==> src/rtl/axis_mem2m.sv <==
//==============================================================================
// Module   : axis_mem2m
// Purpose  : Streams one FFT frame from memory 0 port A onto an AXI-Stream
//            master. Optional macro MEM2M_BITREV_EN selects bit-reversed
//            read addressing (FFT output reordering).
// Revision : 1.0 - initial release
//==============================================================================
`default_nettype none

`ifndef ADDR_WIDTH
`define ADDR_WIDTH 12
`endif
`ifndef DATA_WIDTH
`define DATA_WIDTH 44
`endif

module axis_mem2m #(
    parameter int FFT_SIZE   = 4096,
    parameter int ADDR_WIDTH = `ADDR_WIDTH,
    parameter int DATA_WIDTH = `DATA_WIDTH
) (
    input  logic                  clk,
    input  logic                  rst_n,
    input  logic                  start,
    output logic                  axis_tx,
    output logic                  axis_mem2m_clken,
    output logic [ADDR_WIDTH-1:0] axis_mem2m_raddr,
    input  logic [DATA_WIDTH-1:0] axis_mem2m_rdata,
    output logic [DATA_WIDTH-1:0] m_axis_tdata,
    output logic                  m_axis_tvalid,
    input  logic                  m_axis_tready,
    output logic                  m_axis_tlast,
    output logic                  done
);

    localparam int              CNT_W    = $clog2(FFT_SIZE);
    localparam logic [CNT_W-1:0] LAST_CNT = CNT_W'(FFT_SIZE - 1);

    typedef enum logic [1:0] {
        IDLE  = 2'd0,
        RUN   = 2'd1,
        DRAIN = 2'd2
    } state_t;

    state_t           state_q;
    logic [CNT_W-1:0] cnt_q;
    logic             axis_tx_q;
    logic             tvalid_q;
    logic             tlast_q;
    logic             done_q;
    logic             clken;
    logic [CNT_W-1:0] addr_d;

    // A read is only issued when the output register is free or being drained,
    // so a stalled beat keeps the RAM output (and thus tdata) frozen.
    assign clken = axis_tx_q & (~tvalid_q | m_axis_tready);

`ifdef MEM2M_BITREV_EN
    always_comb begin
        addr_d = '0;
        for (int i = 0; i < CNT_W; i++) begin
            addr_d[i] = cnt_q[CNT_W-1-i];
        end
    end
`else
    always_comb begin
        addr_d = cnt_q;
    end
`endif

    assign axis_mem2m_raddr = ADDR_WIDTH'(addr_d);
    assign axis_mem2m_clken = clken;
    assign axis_tx          = axis_tx_q;
    assign m_axis_tdata     = axis_mem2m_rdata;
    assign m_axis_tvalid    = tvalid_q;
    assign m_axis_tlast     = tlast_q;
    assign done             = done_q;

    always_ff @(posedge clk) begin
        if (!rst_n) begin
            state_q   <= IDLE;
            cnt_q     <= '0;
            axis_tx_q <= 1'b0;
            tvalid_q  <= 1'b0;
            tlast_q   <= 1'b0;
            done_q    <= 1'b0;
        end else begin
            done_q <= 1'b0;
            case (state_q)
                IDLE: begin
                    if (start) begin
                        state_q   <= RUN;
                        cnt_q     <= '0;
                        axis_tx_q <= 1'b1;
                    end
                end
                RUN: begin
                    if (clken) begin
                        cnt_q    <= cnt_q + 1'b1;
                        tvalid_q <= 1'b1;
                        tlast_q  <= (cnt_q == LAST_CNT);
                        if (cnt_q == LAST_CNT) begin
                            state_q <= DRAIN;
                        end
                    end else if (tvalid_q && m_axis_tready) begin
                        tvalid_q <= 1'b0;
                        tlast_q  <= 1'b0;
                    end
                end
                DRAIN: begin
                    // cnt is frozen here; any clken re-reads a harmless address
                    if (tvalid_q && m_axis_tready) begin
                        state_q   <= IDLE;
                        tvalid_q  <= 1'b0;
                        tlast_q   <= 1'b0;
                        done_q    <= 1'b1;
                        axis_tx_q <= 1'b0;
                    end
                end
                default: begin
                    state_q <= IDLE;
                end
            endcase
        end
    end

endmodule

`default_nettype wire

==> config.mk <==
export PLATFORM = sky130hd
export DESIGN_NAME = axis_mem2m
export DESIGN_NICKNAME = d
export VERILOG_FILES = /design/src/rtl/axis_mem2m.sv
export SDC_FILE = /design/constraint.sdc
export NUM_CORES = 1
export LEC_CHECK = 0
export ABC_AREA = 1
export CELL_PAD_IN_SITES_DETAIL_PLACEMENT = 2
export CELL_PAD_IN_SITES_GLOBAL_PLACEMENT = 2
export CORE_MARGIN = 1
export CORE_UTILIZATION = 15
export DETAILED_ROUTE_END_ITERATION = 6
export PLACE_DENSITY = 0.85
export SLEW_MARGIN = 20
export SYNTH_ARGS = -nofsm -noshare
export SYNTH_HDL_FRONTEND = slang
export SYNTH_SLANG_ARGS = --single-unit
==> constraint.sdc <==
create_clock -name clk -period 1.48 [get_ports clk]
set_clock_uncertainty 0.15 [all_clocks]
set_input_delay 0.148 -clock clk [delete_from_list [all_inputs] [get_ports clk]]
set_output_delay 0.148 -clock clk [all_outputs]
set_load 0.02 [all_outputs]
==> results.md, run 1 <==
- The flow ran to the end, but the final reports show violations.
- The checks that failed: setup timing.
- The net count of the finished layout is 279.
- After clock tree synthesis, the clock-pin slew on the worst setup and hold paths is 80 ps.
- The static leakage power is 0.885 nW.
- The capture point of the worst reg-to-reg path is axis_mem2m_raddr[1].
- The area overhead of the layout relative to synthesis is 36.2%.
- The max-slew violation total from the final report came to 0.
- In the global route stage, overall resource usage came out at 0.101.
- When the netlist entered floorplanning its net count stood at 265.
- The final critical-path setup slack is -29.0 ps.
- Summed over all layers, the global routing overflow is 0.
- The most critical setup path has its startpoint at state_q[1].
- The cell area that synthesis handed to floorplanning was 1480 µm².
- The proportion of power drawn by combinational gates is 0.653.
- The multi-input combinational cells in the finished layout cover a total of 872 µm².
- The initial utilization of the core area, before any placement, comes to 0.157.
- The depth of the worst hold-timing path is 0.
- The count of filler cells inserted in the layout is 1094.
- The area enclosed by the die boundary is 10300 µm².
- The number of antenna violations at the first check in global routing is 0.
- The worst setup path is captured at a register.
- In this run the power density over the cells is 1480 nW/µm².
- After floorplanning, the core was sized to cover 9420 µm².
- The TritonCTS clock tree is done.
- The half-perimeter wire length after detailed placement is 3.54 mm.
- The non-filler instance count after layout is 354.
- Entering global routing, the biggest net connects 11 pins.
- The switching power share of the total is 0.454.
- Measured on the finished design, the core utilization comes to 0.214.
- After synthesis the netlist holds a flip-flop and latch count of 18.
- The count of H-tree levels built during CTS is 1.
- The boundary pin count is 109.
- Max-cap violations in this run came to 0.
- The flip-flop and latch area is 372 µm².
- The slack of the worst reg-to-reg path is -30 ps.
- The maximum buffer depth of the clock tree is 2.
- The cell count of the worst reg-to-reg path is 8.
- The post-detailed-route DRC marker count is 0.
- In this run, CTS created clock tree buffers numbering 3.
- Of the total power, registers draw 0.205.
- The share of layout cells above drive strength 1 is 0.422.
- Across all hold checks on the routed design, the worst slack comes to 146 ps.
- Setup repair after global routing could not meet its margin everywhere.
- During synthesis, Yosys emitted a total of 0 warnings.
- The repair_antennas step left the layout with diodes totalling 0.
- The die is 101 µm wide.
- The count of nets left with antenna violations once routing finished came out at 0.
- Timing analysis after detailed placement gives a worst setup slack of -400 ps.
- The worst hold path belongs to the class primary input to output port.
- Headroom to the max-slew limit came out at 0.807.
- The final count of hold timing violations was 0.
- The count of placed standard cells including taps is 344.
- The signal arrival time at the worst endpoint is 1520 ps.
- The class of the most critical setup path is register to register.
- The highest achievable clock rate is 663 MHz.
- The largest voltage drop on the vdd net is 0.344 mV.
- Along the worst path, the maximum fanout reaches 7.
- Following the worst setup path forward leads to its endpoint at axis_mem2m_raddr[1].
- The clock share of power is 0.142.
- The time the final worst path needs with I/O delays and setup is 1510 ps.
- In the finished design, the share of the clock period the worst path needs comes to 1.02.
- Before antenna repair, the detailed router went through 3 iterations.
- The first global-routing pass estimated 8.02 mm of wire.
- Summed over all layers, the routed wires come to 5.00 mm.
- The completed layout was analyzed and its total power is 0.00298 W.
- The number of distinct library cells after synthesis is 29.
- For the worst setup path, the data required time is 1490 ps.
- The cell at the root of the clock tree is clkbuf_8.
- The startpoint identified for the worst register-to-register timing path is state_q[1].
- Synthesis handed over a netlist of 212 instances.
- During placement, the flow inserted port buffers numbering 20.
- Clock latency on the worst-skew pair, taken at its later pin, is 260 ps.
- In this run, post-CTS hold repair placed 0 buffers.
- The total number of placement rows is 35.
- CTS saw 18 sinks.
- Of the post-synthesis cell area, the dominant cell type holds 0.243.
- The net load switching power is 0.00135 W.
- The largest total area in the synthesized netlist belongs to dfxtp_1.
- In this run the vertical extent of the chip is 101 µm.
- Each instance of the synthesized netlist takes up on average 6.99 µm².
- The internal power of the cells totals 0.00163 W.
- The via count is 1356.
- Setup violations remaining at the end of the flow were counted as 11.
- The average via count per standard cell is 3.83.
- The average wire length per cell after detail routing is 14.1 µm.
- The startpoint type of the worst setup path is a register.
- The sequential area share after synthesis is 0.243.
- The slew at the pin closest to its max-slew limit is 289 ps.
- The via count of the first global-routing pass is 1596.
- Sorting the synthesized cells by area gives the leading types as dfxtp_1 24%, buf_4 22%, nand2_1 10%.
- The final RePlAce weighted congestion is 0.701.
- For this block, the initial DRC count from the detailed router was 18.
==> how the worst min path moves through the flow <==
stage	slack (ps)	endpoint	start
3_5_place_dp	150	m_axis_tdata[0]	axis_mem2m_rdata[0]
5_1_grt	150	m_axis_tdata[19]	axis_mem2m_rdata[19]
3_3_place_gp	150	m_axis_tdata[0]	axis_mem2m_rdata[0]
4_1_cts	150	m_axis_tdata[0]	axis_mem2m_rdata[0]
6_report	150	m_axis_tdata[11]	axis_mem2m_rdata[11]
2_1_floorplan	120	state_q[0]	rst_n
==> logic make-up after synthesis <==
family	share of synthesized area
flip-flops	0.243
adder cells (fa/ha/maj)	0.0422
buffers and inverters	0.303
AO/OA/AOI/OAI	0.0743
XOR/XNOR	0.00591
AND/OR/NAND/NOR	0.332
==> worst max-delay path: stages (launching register included) <==
cell	delay, ps
dfxtp_2	340
inv_4	80
ha_4	190
inv_4	60
nand2_4	100
nand3_4	180
buf_6	190
nand2_2	60
a21oi_2	50
==> power groups by stage <==
stage | sequential (W) | clock (W) | combinational [W]
after floorplan | 0.000628 | 0 | 0.000927
after global placement | 0.000587 | 0 | 0.00130
after detailed placement | 0.000591 | 0 | 0.00141
after CTS | 0.000610 | 0.000445 | 0.00177
after global routing | 0.000618 | 0.000468 | 0.00211
final | 0.000610 | 0.000425 | 0.00195
==> timing repair <==
action                                  CTS  global route
buffers inserted                          2             3
resized for setup                        55            20
gates cloned                              1             0
endpoints found under the setup margin   34            19
pin swaps                                 9            20
==> sequential cells by signal, indices dropped and copies added, names as in the netlist <==
name and count:
axis_mem2m_raddr 12, state_q 2, axis_tx 1, done 1, m_axis_tlast 1, m_axis_tvalid 1
==> through the flow <==
step	instance area (µm²)	TNS [ps]
global route	2020	-1020
CTS	1930	-95.9
floorplan	1490	-71.5
finish	2020	-161
detailed placement	1730	-4910
global placement	1730	-3550
==> routing by layer <==
layer	GRT usage	wire, µm	part of all wire
met4	0.0491	128	0.026
met2	0.192	2620	0.52
met1	0.107	2010	0.40
met5	0	0	0
met3	0.0179	242	0.048
==> area by class of cell <==
class / instances / share of cell area
flip-flops and latches: 18 / 0.184
well taps: 129 / 0.0799
repair buffers: 54 / 0.226
inverters: 25 / 0.0514
clock buffers: 4 / 0.0273
multi-input cells: 124 / 0.432
==> cells in the final DEF (no fill, tap or decap), types with 2 or more instances in the layout <==
cell	count
nand3_4	4
nor2_4	6
dfxtp_1	11
nor2_1	23
clkbuf_8	4
nand4_1	2
inv_1	17
nor3b_2	2
nand2_4	4
clkdlybuf4s50_1	2
inv_4	4
nand2_2	10
buf_4	32
inv_2	3
o21bai_1	4
nand2_1	31
a21oi_1	5
nor2_2	2
a21oi_2	4
dlygate4sd2_1	16
nand3_1	11
dfxtp_2	6
ha_4	3
==> synth_stat cells <==
cell / instances
nor2_1: 29
o21bai_2: 1
a21oi_1: 8
dfxtp_1: 18
nand3b_4: 1
nand4_1: 2
inv_1: 22
a21oi_2: 1
o21bai_1: 4
buf_6: 2
nand3_4: 1
o31ai_1: 1
nor2_2: 1
xor2_1: 1
buf_4: 44
nand2_4: 3
nand2_2: 3
inv_2: 1
ha_1: 5
nand2_1: 40
o211ai_1: 1
nand3_2: 2
o21ai_0: 1
nor2_4: 1
nor3_1: 2
clkinv_1: 1
inv_4: 1
nand3_1: 12
nor3b_1: 3
Note: power is estimated with default switching activity, not from simulation.
==> run 2: changes to the inputs <==
CORE_UTILIZATION = 16   (was 15)
PLACE_DENSITY = 0.87   (was 0.85)
SETUP_SLACK_MARGIN = 0.1   (was default)
SLEW_MARGIN = default   (was 20)
clock period = 1.6 ns   (was 1.48 ns; I/O delays follow)
==> run 2 against run 1 <==
  * The run ends with DRC left
  * Utilization shrank 0.24 points
  * Critical path depth increased by 1
  * Fmax decreased by 1.1%
  * Combinational power down 13%
  * Clock power decreased by 4%
==> results.md, run 2 (synthesis results as in run 1) <==
- The class of the most critical setup path was register to register (unchanged).
- Violations in the final reports: DRC (was setup timing).
- The number of antenna violations at the first check in global routing was 0 (unchanged).
- The clock share of power is 0.152 (was 0.142).
- The TritonCTS clock tree is done (unchanged).
- The number of max-capacitance violations reported is 0 (unchanged).
- The area inside the core boundary was 8850 µm² (was 9420 µm²).
- The startpoint type of the worst setup path is a register (unchanged).
- The total number of placement rows is 34 (was 35).
- The final count of hold timing violations is 0 (unchanged).
- The area overhead of the layout relative to synthesis is 26.6% (was 36.2%).
- The switching power share of the total is 0.456 (was 0.454).
- The static leakage power is 0.845 nW (was 0.885 nW).
- The width of the chip came to 98.3 µm (was 101 µm).
- The critical path data required time came to 1620 ps (was 1490 ps).
- The final wirelength came to 4.60 mm (was 5.00 mm).
- The signal arrival time at the worst endpoint came to 1550 ps (was 1520 ps).
- The largest voltage drop on the vdd net is 0.310 mV (was 0.344 mV).
- The time the final worst path needs with I/O delays and setup is 1530 ps (was 1510 ps).
- The worst hold-check path type is primary input to register (was primary input to output port).
- The max-slew violation total from the final report was 0 (unchanged).
- The internal cell power was 0.00146 W (was 0.00163 W).
- The number of optimization iterations in the first detailed-route pass came to 7 (was 3).
- The via count of the first global-routing pass came to 1476 (was 1596).
- The flip-flop count of the largest register, all copies and words added is 12 (unchanged).
- The number of clock sinks seen by CTS is 18 (unchanged).
- The boundary pin count came to 109 (unchanged).
- The count of antenna-violating nets left after detailed routing came to 0 (unchanged).
- The cell at the root of the clock tree is clkbuf_8 (unchanged).
- The area enclosed by the die boundary is 9660 µm² (was 10300 µm²).
- The sequential share of power is 0.213 (was 0.205).
- The maximum number of pins on one net before global-route repair is 11 (unchanged).
- The insertion delay of the later-clocked pin in the worst-skew pair is 270 ps (was 260 ps).
- The accumulated negative setup slack came to 0 ps (was -161 ps).
- The net load switching power is 0.00122 W (was 0.00135 W).
- The highest achievable clock rate is 656 MHz (was 663 MHz).
- The wire length of the first global-routing pass came to 7.65 mm (was 8.02 mm).
- The count of inserted antenna diode cells is 0 (unchanged).
- The largest driver fanout on the critical path is 7 (unchanged).
- The hold-fix buffer count after cts is 0 (unchanged).
- The die span in y is 98.3 µm (was 101 µm).
- The clock transition at the registers of the reported paths is 80 ps (about the same).
- The number of buffers inserted by port buffering came to 20 (unchanged).
- The violation count after the first detailed-routing iteration is 51 (was 18).
- The number of nets in the finished design came to 266 (was 279).
- The residual overflow from global routing was 0 (unchanged).
- The most common cell after layout, fill and taps aside is nand2_1 (was buf_4).
- The final RePlAce weighted congestion is 0.769 (was 0.701).
- The half-perimeter wire length after detailed placement was 3.15 mm (was 3.54 mm).
- The number of buffers created by CTS is 3 (unchanged).
- The maximum buffer depth of the clock tree is 2 (unchanged).
- The minimum setup slack after placement is -261 ps (was -400 ps).
- The slew at the pin closest to its max-slew limit is 266 ps (was 289 ps).
- The share of layout cells above drive strength 1 is 0.401 (was 0.422).
- Status: finished, violations left (unchanged).
- The final count of negative-setup-slack endpoints was 0 (was 11).
- The endpoint type of the worst setup path is a register (unchanged).
- The final critical-path setup slack is 74.7 ps (was -29.0 ps).
- The worst slew margin relative to its limit is 0.822 (was 0.807).
- The aggregate global-route resource usage came to 0.102 (was 0.101).
- The average via count per standard cell is 4.12 (was 3.83).
- The via count is 1318 (was 1356).
- The count of filler cells inserted in the layout is 1017 (was 1094).
- The final worst-path cycle share was 0.953 (was 1.02).
- The overall power of the completed layout is 0.00268 W (was 0.00298 W).
- The count of H-tree levels built during CTS came to 1 (unchanged).
- Setup repair after global routing missed its margin: true (unchanged).
- The average wire length per cell after detail routing is 14.4 µm (was 14.1 µm).
- The depth of the worst hold-timing path was 4 (was 0).
- The proportion of power drawn by combinational gates is 0.635 (was 0.653).
- Top library cells by usage in the layout, fill and taps aside: 31 x nand2_1, 22 x nor2_1, 18 x buf_4, 15 x inv_1, 15 x dlygate4sd2_1 (was 32 x buf_4, 31 x nand2_1, 23 x nor2_1, 17 x inv_1, 16 x dlygate4sd2_1).
- The starting density of the core is 0.168 (was 0.157).
- The cell count of the worst reg-to-reg path is 9 (was 8).
- The post-detailed-route DRC marker count is 7 (was 0).
- The power density normalized to cell area is 1430 nW/µm² (was 1480 nW/µm²).
## run 2: cell count changes in the layout (fill, tap and decap cells not counted), moves of 3 or more
cell     change
buf_4       -14
dfxtp_1      -3
dfxtp_2      +3
nor2_2       +3
## run 2: per-stage QoR
| stage | util | cells | instance area, µm² | hold WS, ps |
|---|---|---|---|---|
| floorplan | - | 212 | 1490 | 131 |
| global placement | 0.182 | 311 | 1610 | 170 |
| detailed placement | 0.182 | 311 | 1610 | 170 |
| CTS | 0.202 | 318 | 1790 | 170 |
| global route | 0.212 | 320 | 1880 | 170 |
| finish | 0.212 | 320 | 1880 | 151 |
## run 2: worst max-delay path, cell delays in order (launching register included)
cell and delay [ps]:
dfxtp_4 370, inv_4 80, ha_4 180, inv_4 60
nand2_4 100, nand3_4 160, nor2_4 160, nand2_1 60
nand2_1 70, nor2_1 40
## run 2: metal layers
layer	global-route usage	share of wire	vias up
met5	0	0	-
li1	-	-	615
met4	0.0597	0.021	0
met1	0.107	0.39	658
met2	0.189	0.54	39
met3	0.0208	0.049	6
## run 2: timing repair
item	in CTS	in global routing
setup endpoints to repair	32	19
pin swaps	7	15
gates resized for setup	47	29
buffers inserted	2	2
gates cloned	1	0
## run 2: worst paths after layout
| path | slack (ps) | start | end |
|---|---|---|---|
| worst max-delay path | 70 | state_q[0] | axis_mem2m_raddr[9] |
| worst min-delay path | 150 | m_axis_tready | m_axis_tvalid |
| worst max register to register | 70 | state_q[0] | axis_mem2m_raddr[9] |
| worst min register to register | 330 | m_axis_tlast | m_axis_tlast |
## run 2: power by group through the flow
stage | Sequential (W) | Combinational [W] | Clock [W]
after floorplan | 0.000579 | 0.000857 | 0
after detailed placement | 0.000548 | 0.00122 | 0
after global routing | 0.000579 | 0.00185 | 0.000433
after CTS | 0.000558 | 0.00155 | 0.000412
after global placement | 0.000544 | 0.00114 | 0
final | 0.000572 | 0.00170 | 0.000407
## run 2: cell type report
| class | count | area (µm²) | area share |
|---|---|---|---|
| multi-input cells | 124 | 840 | 0.447 |
| flip-flops and latches | 18 | 375 | 0.200 |
| well taps | 108 | 135 | 0.0720 |
| repair buffers | 41 | 368 | 0.196 |
| clock buffers | 4 | 55.1 | 0.0293 |
| inverters | 25 | 104 | 0.0553 |
==> run 3: changes to the inputs <==
CORE_MARGIN = default   (was 1)
CORE_UTILIZATION = 17   (was 16)
CTS_BUF_LIST = sky130_fd_sc_hd__clkbuf_4   (was default)
PLACE_DENSITY = 0.91   (was 0.87)
==> run 3 against run 2 <==
  * The flow now finishes without violations
  * Clock power down 33%
  * Register-to-register slack worse by 30 ps
  * Utilization grew 0.27 points
  * Final cell count fell by 1.6%
  * Cell area shrank 4.5%
  * Worst setup slack got worse by 30 ps
  * Die area down 5.8%
  * First-iteration DRC count rose by 45%
  * Sequential power up 0.7%
  * Fmax down 1.9%
  * Flip-flop and latch count is the same
  * Power fell by 9.1%
==> results.md, run 3 (synthesis results as in run 1) <==
- The largest driver fanout on the critical path came to 7 (unchanged).
- The boundary pin count is 109 (unchanged).
- The count of placed standard cells including taps is 306 (was 311).
- The width of the chip is 95.4 µm (was 98.3 µm).
- The insertion delay of the later-clocked pin in the worst-skew pair is 320 ps (was 270 ps).
- The maximum buffer depth of the clock tree is 2 (unchanged).
- The number of clock sinks seen by CTS is 18 (unchanged).
- The share of layout cells above drive strength 1 came to 0.381 (was 0.401).
- The worst slack on hold paths is 170 ps (was 151 ps).
- The number of nets in the finished design is 264 (was 266).
- The delay of the slowest critical-path stage was 390 ps (was 370 ps).
- The maximum number of pins on one net before global-route repair was 11 (unchanged).
- The cell count of the worst reg-to-reg path is 9 (unchanged).
- The cell at the root of the clock tree is clkbuf_4 (was clkbuf_8).
- The final standard cell area without fillers was 1790 µm² (was 1880 µm²).
- The total number of placement rows is 33 (was 34).
- The logic depth of the worst path, buffers included was 9 (unchanged).
- The class of the most critical setup path is register to register (unchanged).
- The die span in y is 95.4 µm (was 98.3 µm).
- The area enclosed by the die boundary came to 9100 µm² (was 9660 µm²).
- The largest voltage drop on the vdd net is 0.333 mV (was 0.310 mV).
- The time the final worst path needs with I/O delays and setup is 1560 ps (was 1530 ps).
- The depth of the worst hold-timing path is 0 (was 4).
- The number of antenna violations at the first check in global routing is 0 (unchanged).
- The hold-fix buffer count after cts came to 0 (unchanged).
- The worst slew margin relative to its limit was 0.822 (about the same).
- The wire length of the first global-routing pass is 8.35 mm (was 7.65 mm).
- The average via count per standard cell came to 4.16 (was 4.12).
- The final count of negative-setup-slack endpoints is 0 (unchanged).
- The final RePlAce weighted congestion was 0.756 (was 0.769).
- Status: finished, final reports clean (was finished, violations left).
- The worst hold-check path type is primary input to output port (was primary input to register).
- The signal arrival time at the worst endpoint is 1630 ps (was 1550 ps).
- The most prevalent standard cell on the critical path is nor2_2.
- The endpoint type of the worst setup path is a register (unchanged).
- The count of filler cells inserted in the layout is 990 (was 1017).
- Top library cells by usage in the layout, fill and taps aside: 37 x nand2_1, 21 x nor2_1, 18 x inv_1, 17 x buf_4, 12 x dlygate4sd2_1 (was 31 x nand2_1, 22 x nor2_1, 18 x buf_4, 15 x inv_1, 15 x dlygate4sd2_1).
- The aggregate global-route resource usage came to 0.123 (was 0.102).
- The most common cell after layout, fill and taps aside is nand2_1 (unchanged).
- The count of H-tree levels built during CTS came to 1 (unchanged).
- The area inside the core boundary is 8340 µm² (was 8850 µm²).
- The highest achievable clock rate is 643 MHz (was 656 MHz).
- The buffer and inverter count on the worst path is 3 (was 2).
- The power density normalized to cell area is 1360 nW/µm² (was 1430 nW/µm²).
- The number of optimization iterations in the first detailed-route pass came to 2 (was 7).
- The number of buffers created by CTS came to 3 (unchanged).
- The violation count after the first detailed-routing iteration is 74 (was 51).
- The static leakage power is 0.779 nW (was 0.845 nW).
- The max-slew violation total from the final report is 0 (unchanged).
- The starting density of the core is 0.178 (was 0.168).
- The number of max-capacitance violations reported is 0 (unchanged).
- Setup repair after global routing missed its margin: true (unchanged).
- The number of buffers inserted by port buffering is 20 (unchanged).
- The post-detailed-route DRC marker count is 0 (was 7).
- The count of antenna-violating nets left after detailed routing is 0 (unchanged).
- The average wire length per cell after detail routing was 16.1 µm (was 14.4 µm).
- The final count of hold timing violations came to 0 (unchanged).
- The placed standard-cell area came to 1580 µm² (was 1610 µm²).
- The gate family responsible for the most delay along the worst path is simple AND/OR/NAND/NOR gates (unchanged).
- The non-filler instance count after layout is 315 (was 320).
- The clock transition at the registers of the reported paths is 120 ps (was 80 ps).
- The half-perimeter wire length after detailed placement was 3.28 mm (was 3.15 mm).
- The startpoint type of the worst setup path was a register (unchanged).
- The count of inserted antenna diode cells is 0 (unchanged).
- The residual overflow from global routing came to 0 (unchanged).
- The standard cell with the maximum stage delay on the critical path is dfxtp_4 (unchanged).
- The via count of the first global-routing pass was 1593 (was 1476).
- The slew at the pin closest to its max-slew limit is 267 ps (was 266 ps).
- Cells along the critical path: inv_6 -> ha_4 -> inv_4 -> nand2_4 -> nand3_4 -> nand2_2 -> inv_1 -> nor2_2 -> nor2_2 (was inv_4 -> ha_4 -> inv_4 -> nand2_4 -> nand3_4 -> nor2_4 -> nand2_1 -> nand2_1 -> nor2_1).
- The final wirelength is 5.09 mm (was 4.60 mm).
- The final worst-path cycle share is 0.972 (was 0.953).
- The flip-flop count of the largest register, all copies and words added came to 12 (unchanged).
- The area overhead of the layout relative to synthesis is 20.8% (was 26.6%).
- The core utilization of the finished layout is 0.215 (was 0.212).
- The critical path data required time came to 1680 ps (was 1620 ps).
- The via count came to 1309 (was 1318).
- The TritonCTS clock tree was done (unchanged).
## run 3: changes by cell type in the layout (fill, tap and decap cells not counted), moves of 3 or more
| cell | previous run | this run |
|---|---|---|
| nand2_2 | 9 | 4 |
| nand2_1 | 31 | 37 |
| dlygate4sd2_1 | 15 | 12 |
| clkbuf_8 | 4 | 0 |
| clkbuf_4 | 0 | 3 |
| inv_2 | 5 | 2 |
| inv_1 | 15 | 18 |
| nor2_2 | 5 | 8 |
## run 3: final timing paths
kind                        start             endpoint  slack (ps)
max reg2reg            state_q[0]  axis_mem2m_raddr[6]          40
max                    state_q[0]  axis_mem2m_raddr[6]          40
min          axis_mem2m_rdata[21]     m_axis_tdata[21]         170
min reg2reg          m_axis_tlast         m_axis_tlast         340
## run 3: routing by layer
| metal | wire length [µm] | global-route usage | up-vias |
|---|---|---|---|
| met4 | 206 | 0.0784 | 0 |
| li1 | - | - | 613 |
| met2 | 2700 | 0.222 | 28 |
| met5 | 0 | 0 | - |
| met1 | 1930 | 0.126 | 653 |
| met3 | 245 | 0.0311 | 15 |
## run 3: area by class of cell
class / instances / area [µm²] / area share
inverters: 25 / 106 / 0.0594
repair buffers: 39 / 320 / 0.179
clock buffers: 3 / 22.5 / 0.0126
flip-flops and latches: 18 / 377 / 0.210
well taps: 105 / 131 / 0.0733
clock inverters: 1 / 3.75 / 0.00209
multi-input cells: 124 / 831 / 0.464
## run 3: what timing repair did
action | CTS | global route
setup buffers | 4 | 0
resized for setup | 55 | 21
cloned | 1 | 0
setup endpoints to repair | 34 | 20
pin swaps | 9 | 8
## run 3: stage by stage
| step | setup TNS [ps] | power [W] | setup slack (ps) |
|---|---|---|---|
| final | 0 | 0.00244 | 45.0 |
| after detailed placement | -3300 | 0.00172 | -292 |
| after CTS | 0 | 0.00231 | 53.2 |
| after global routing | -19.4 | 0.00259 | -10.2 |
| after floorplan | 0 | 0.00144 | 91.2 |
| after global placement | -2180 | 0.00163 | -189 |
## run 3: where the power goes
group / total [W] / leakage, nW / switching, W / internal (W)
sequential: 0.000576 / 0.151 / 0.0000659 / 0.000510
combinational: 0.00159 / 0.613 / 0.000959 / 0.000630
clock: 0.000274 / 0.0154 / 0.000182 / 0.0000917
total: 0.00244 / 0.779 / 0.00121 / 0.00123
